$ cat config.mk
export PLATFORM = sky130hd
export DESIGN_NAME = muldiv_sequencer
export DESIGN_NICKNAME = d
export VERILOG_FILES = /design/src/rtl/muldiv_sequencer.sv
export SDC_FILE = /design/constraint.sdc
export NUM_CORES = 1
export LEC_CHECK = 0
export ABC_AREA = 1
export BUFFER_PORTS_ARGS = -buffer_cell sky130_fd_sc_hd__buf_2
export CAP_MARGIN = 20
export CORE_MARGIN = 8
export CORE_UTILIZATION = 36
export DETAILED_ROUTE_END_ITERATION = 8
export SYNTH_ARGS = -nofsm -noshare
export SYNTH_HDL_FRONTEND = slang
export SYNTH_SLANG_ARGS = --single-unit
export TNS_END_PERCENT = 30
$ cat constraint.sdc
create_clock -name clk -period 1.8 [get_ports clk]
set_input_delay 0.18 -clock clk [delete_from_list [all_inputs] [get_ports clk]]
set_output_delay 0.18 -clock clk [all_outputs]
set_load 0.02 [all_outputs]
$ cat src/rtl/muldiv_sequencer.sv
// Sequencer for the shared mult/div datapath: runs the selected unit for a fixed number
// of cycles, steers the operand and Hi/Lo source muxes, then commits or raises an exception.
module muldiv_sequencer #(
    parameter int MULT_CYCLES = 33,
    parameter int DIV_CYCLES  = 33,
    parameter int CNT_W       = 6
) (
    input  logic       clk,
    input  logic       reset,
    input  logic       op_start,
    input  logic [1:0] op_sel,
    input  logic       div_zero,
    output logic       mult_ctrl,
    output logic       div_ctrl,
    output logic       DIVASelect,
    output logic       DIVBSelect,
    output logic       MDSelect,
    output logic       HiCtrl,
    output logic       LoCtrl,
    output logic       busy,
    output logic       done,
    output logic       div_excpt,
    output logic       bad_op
);

    localparam logic [2:0] IDLE     = 3'd0;
    localparam logic [2:0] MULT_RUN = 3'd1;
    localparam logic [2:0] DIV_RUN  = 3'd2;
    localparam logic [2:0] WRITE    = 3'd3;
    localparam logic [2:0] EXCPT    = 3'd4;
    localparam logic [2:0] BAD      = 3'd5;

    localparam logic [CNT_W-1:0] MULT_LOAD = CNT_W'(MULT_CYCLES - 1);
    localparam logic [CNT_W-1:0] DIV_LOAD  = CNT_W'(DIV_CYCLES - 1);

    logic [2:0]       state_q, state_d;
    logic [CNT_W-1:0] cnt_q, cnt_d;
    logic             is_mult_q, is_mult_d;
    logic             is_divm_q, is_divm_d;

    always_comb begin
        state_d   = state_q;
        cnt_d     = cnt_q;
        is_mult_d = is_mult_q;
        is_divm_d = is_divm_q;
        case (state_q)
            IDLE: begin
                if (op_start) begin
                    is_mult_d = 1'b0;
                    is_divm_d = 1'b0;
                    case (op_sel)
                        2'b00: begin
                            state_d   = MULT_RUN;
                            cnt_d     = MULT_LOAD;
                            is_mult_d = 1'b1;
                        end
                        2'b01: begin
                            state_d = DIV_RUN;
                            cnt_d   = DIV_LOAD;
                        end
                        2'b10: begin
                            state_d   = DIV_RUN;
                            cnt_d     = DIV_LOAD;
                            is_divm_d = 1'b1;
                        end
                        default: state_d = BAD;
                    endcase
                end
            end
            MULT_RUN: begin
                if (cnt_q == '0) state_d = WRITE;
                else             cnt_d   = cnt_q - 1'b1;
            end
            DIV_RUN: begin
                // divide-by-zero is only meaningful on the first enable cycle
                if (cnt_q == DIV_LOAD && div_zero) state_d = EXCPT;
                else if (cnt_q == '0)              state_d = WRITE;
                else                               cnt_d   = cnt_q - 1'b1;
            end
            WRITE, EXCPT, BAD: begin
                state_d   = IDLE;
                cnt_d     = '0;
                is_mult_d = 1'b0;
                is_divm_d = 1'b0;
            end
            default: begin
                state_d   = IDLE;
                cnt_d     = '0;
                is_mult_d = 1'b0;
                is_divm_d = 1'b0;
            end
        endcase
    end

    always_ff @(posedge clk or negedge reset) begin
        if (!reset) begin
            state_q   <= IDLE;
            cnt_q     <= '0;
            is_mult_q <= 1'b0;
            is_divm_q <= 1'b0;
        end else begin
            state_q   <= state_d;
            cnt_q     <= cnt_d;
            is_mult_q <= is_mult_d;
            is_divm_q <= is_divm_d;
        end
    end

    // Outputs decode from registered state only; the divisor select stays put until the commit ends.
    assign mult_ctrl  = (state_q == MULT_RUN);
    assign div_ctrl   = (state_q == DIV_RUN);
    assign DIVASelect = 1'b0;
    assign DIVBSelect = is_divm_q && ((state_q == DIV_RUN) || (state_q == WRITE) || (state_q == EXCPT));
    assign MDSelect   = (state_q == WRITE) && is_mult_q;
    assign HiCtrl     = (state_q == WRITE);
    assign LoCtrl     = (state_q == WRITE);
    assign done       = (state_q == WRITE);
    assign busy       = (state_q == MULT_RUN) || (state_q == DIV_RUN) ||
                        (state_q == WRITE) || (state_q == EXCPT);
    assign div_excpt  = (state_q == EXCPT);
    assign bad_op     = (state_q == BAD);

endmodule
Word level (Yosys, flattened, before mapping)
Cells that the tools add are included.
{"block": "word_totals", "regBits": 11, "in_bits": 6, "out_inout_bits": 11}
{"block": "op_classes", "n_addsub": 1, "eq_ne": 11, "n_mux": 16, "bitwise_logic": 1, "reduce_logical": 16}
{"cell": "two-way mux 6 bit", "n": 4}
{"cell": "one-hot mux 6 bit (3 select lines)", "n": 1}
{"cell": "two-way mux 3 bit", "n": 3}
{"cell": "one-hot mux 3 bit (3 select lines)", "n": 1}
{"cell": "equality test 3 x 2 -> 1 bit (second input constant)", "n": 2}
{"cell": "equality test 3 bit (second input constant)", "n": 2}
{"cell": "equality test 6 bit (second input constant)", "n": 1}
{"cell": "zero test 6 bit", "n": 1}
{"cell": "inequality test 2 bit (second input constant)", "n": 3}
{"cell": "one-hot mux 3 bit (2 select lines)", "n": 1}
{"cell": "subtractor 6 x 1 -> 6 bit (second input constant)", "n": 1}
{"cell": "logical OR 1 bit", "n": 5}
{"cell": "two-way mux 1 bit", "n": 4}
{"cell": "one-hot mux 1 bit (2 select lines)", "n": 2}
{"cell": "OR reduction 2 bit", "n": 2}
{"cell": "equality test 3 x 1 -> 1 bit (second input constant)", "n": 1}
{"cell": "logical AND 1 bit", "n": 3}
{"cell": "zero test 3 bit", "n": 1}
{"cell": "AND reduction 3 bit", "n": 1}
{"cell": "OR reduction 3 bit", "n": 1}
{"cell": "equality test 2 x 1 -> 1 bit (second input constant)", "n": 1}
{"cell": "equality test 2 bit (second input constant)", "n": 1}
{"cell": "zero test 2 bit", "n": 1}
{"cell": "AND reduction 2 bit", "n": 1}
{"cell": "NOT 1 bit", "n": 1}

Longest topological paths before layout
{"block": "logic_depth", "ltp_word": 5, "depth_mapped": 9}

Worst setup path before layout
Ideal clock, no wire load.
{"block": "synth_path", "path_kind": "register to output", "from": "register state_q[2]", "to": "output port LoCtrl", "arrival_time_ps": 1161, "required_ps": 1620, "setup_slack_ps": 459, "stages_incl_launch_ff": 5, "path_cell_list": "dfrtp_1 > inv_2 > nand2_1 > nor2_1 > buf_4"}
{"block": "synth_between", "elab_chain_cells": 1}
{"element": "start, declared", "line_no": "36", "rtl": "logic [2:0] state_q, state_d;"}
{"element": "start signal, assigned", "line_no": "102", "rtl": "state_q <= state_d;"}
{"element": "equality test 3 x 2 -> 1 bit"}
{"element": "end, declared", "line_no": "19", "rtl": "output logic LoCtrl,"}
No other way between the ends.

Worst setup path after layout
{"block": "layout_path", "from": "register state_q[1]", "to": "output port DIVBSelect"}
{"block": "layout_between", "elab_chain_cells": 4, "word_cells_on_any_way": 6, "classes_between": "eq/ne (3); reduce/logical (3)"}
{"element": "equality test 3 x 2 -> 1 bit", "line_no": "113", "rtl": "assign DIVBSelect = is_divm_q && ((state_q == DIV_RUN) || (state_q == WRITE) || (state_q == EXCPT));"}
{"element": "logical OR 1 bit", "line_no": "113"}
{"element": "logical OR 1 bit *", "line_no": "113"}
{"element": "logical AND 1 bit *", "line_no": "113"}
{"element": "end, declared", "line_no": "16", "rtl": "output logic DIVBSelect,"}
Mark *: on every way between the ends. The rest lies on a longest branch, timed or not.

==> out/metrics.cfg <==
[timing]
fin_skew_ps=7.16
setup-violations-final=0
finalCritPeriodShare_pct=82.8
fmax_mhz=671
rsz0062_at_grt=no
fin_crit_ps=1490
setup_tns_ps=0
hold_viol=0
finalWorstSetupSlack_ps=309
maxSlewViolCount=0

[drt]
via_per_inst=4.47
routed_wl_um=1730
antenna_left=0
avgRoutedWirePerCell_um=10.8
drtIter0Drc=23
drt_pre_antenna_iters=4
drc=0
routed-via-count=720

[floorplanning]
die_x_um=64.2
num_rows=17
coreArea_sq_um=2210
start_util_pct=37.8
dieArea_sq_um=4120
ioPinCount=17
die-height_um=64.2

[cells_and_area]
diodes=0
final_common_cell=nand2_1
final_cell_mix=nand2_1, inv_1, buf_2, nor2_1, dfrtp_1
regArea_sq_um=275
drive_gt1_share_pct=28.6
multi_input_area_sq_um=457
num-fill-cells=254
synthToLayoutAreaGrowth_pct=15.0
fin_nets=145

[synthesis]
syn_nets=127
ys_ff_latch=11
synthesis.area_sq_um=836
synth_seq_area_share_pct=32.9
synth_cells=116
yosys_warnings=0
post_synth.cell_area_avg_sq_um=7.21
ys_types=23

[placed_design]
place_congestion=0.814
hpwlAfterDp_um=1400
numPortBuffers=15
dp_worst_setup_slack_ps=415

[critical_path]
cp.required_ps=1620
cp-end-kind=primary output
cp_cell_sequence=nor2_2, nand2_1, a21oi_1, buf_2
crit_slowest_cell=dfrtp_1
criticalPathCategory=register to primary output
startpoint_type=register
critPathBufInv=1
crit_fanout=5
slowest_delay_ps=450
cp.arrival_ps=1310
critPathTopFamily=flip-flops

[global_routing]
grt_pass1_vias=713
grt_pass1_wl_um=3040
grt_max_degree=12
grt_usage_pct=9.21
antenna_found_initial=0
overflow=0

[power]
irDropWorstVdd_v=0.000636
power_density_nw_per_um2=1780
power_leakage_nw=0.555
total_power_mw=1.71

[clock_tree]
cts_resized=0
cts_buffers=3
clock_sinks=11
ctsLongestPathBuffers=2
cts_root_buf=clkbuf_4
h-tree-depth=1
cts_tree=built
insertion_delay_ps=280
cts.clk_slew.worst_paths_ps=80
cts_setup_buffers=0

[min_path]
min_path_type=primary input to register

[outcome]
status=finished, final reports clean

[run]
drv_cap=0

kinds of logic after synthesis:
group	synth area share (%)
flip-flops	32.9
AO/OA/AOI/OAI	6.14
other	0.449
AND/OR/NAND/NOR	37.4
buffers and inverters	12.4
XOR/XNOR	3.14
adder cells (fa/ha/maj)	7.49
state kept, by name (all words and copies together), names as in the netlist:
signal     cells
is_divm_q      1
cnt_q          6
state_q        3
is_mult_q      1
repair_timing:
action                     4_1_cts  5_1_grt
hold endpoints to repair        11        0
hold buffers                     1        0
setup endpoints to repair        0        0
stage by stage:
step | hold WS (ps) | utilization (%) | cell area (sq um) | instances
after floorplan | -116 | - | 836 | 116
after detailed placement | 68.8 | 41.7 | 923 | 156
after CTS | 204 | 43.4 | 961 | 161
after global placement | 68.9 | 41.7 | 923 | 156
after global routing | 245 | 43.4 | 961 | 161
final | 210 | 43.4 | 961 | 161
layout make-up:
| type | instances | share of cell area, % |
|---|---|---|
| Clock buffer | 3 | 2.34 |
| Clock inverter | 1 | 0.521 |
| Inverter | 21 | 8.46 |
| Multi-Input combinational cell | 81 | 47.5 |
| Sequential cell | 11 | 28.6 |
| Tap cell | 28 | 3.65 |
| Timing Repair Buffer | 16 | 8.85 |
final timing paths:
check | depth (start not counted) | to | slack (ps) | start
setup / recovery | 4 | DIVBSelect | 310 | state_q[1]
hold / removal | 3 | state_q[0] | 210 | op_start
setup reg to reg | 8 | cnt_q[0] | 370 | cnt_q[0]
hold reg to reg | 2 | cnt_q[0] | 510 | cnt_q[0]
max in group asynchronous | 2 | state_q[1] | 1300 | reset
min in group asynchronous | 2 | cnt_q[3] | 290 | reset
layer usage:
| metal | track usage [%] | vias to the layer above | wire length (um) |
|---|---|---|---|
| met3 | 1.57 | 4 | 41 |
| met5 | 0 | - | 0 |
| met2 | 15.8 | 16 | 894 |
| met4 | 5.72 | 0 | 40 |
| met1 | 10.4 | 315 | 754 |
| li1 | - | 385 | - |
synth_stat cells:
| cell | count | area share [%] |
|---|---|---|
| nand2_1 | 28 | 13 |
| inv_1 | 16 | 7.2 |
| nor2_1 | 13 | 5.8 |
| dfrtp_1 | 11 | 33 |
| nand3_1 | 7 | 4.2 |
| ha_1 | 5 | 7.5 |
| inv_2 | 4 | 1.8 |
| nand2_2 | 4 | 3.0 |
| a21oi_1 | 3 | 1.8 |
| buf_4 | 3 | 2.7 |
| nand3_2 | 3 | 3.6 |
| nor2_2 | 3 | 2.2 |
| o21ai_0 | 3 | 1.8 |
| nand2_4 | 2 | 2.7 |
| nor3_1 | 2 | 1.2 |
| xor2_1 | 2 | 2.1 |
| conb_1 | 1 | 0.45 |
| inv_4 | 1 | 0.75 |
| nand4_1 | 1 | 0.75 |
| nor2_4 | 1 | 1.3 |
| o21ai_1 | 1 | 0.60 |
| o21ai_4 | 1 | 1.9 |
| xnor2_1 | 1 | 1.0 |
report_power, final:
| part | switching (mW) | total [mW] | leakage (nW) | internal, mW |
|---|---|---|---|---|
| clock | 0.0970 | 0.179 | 0.0177 | 0.0824 |
| combinational | 0.726 | 1.09 | 0.393 | 0.367 |
| sequential | 0.0875 | 0.436 | 0.144 | 0.349 |
tightest hold or removal path, delay by kind of cell:
family          cells  cell delay (ps)
buf+inv             1               90
simple gates        1               50
compound gates      1              120
(Power assumes the default switching activity.)
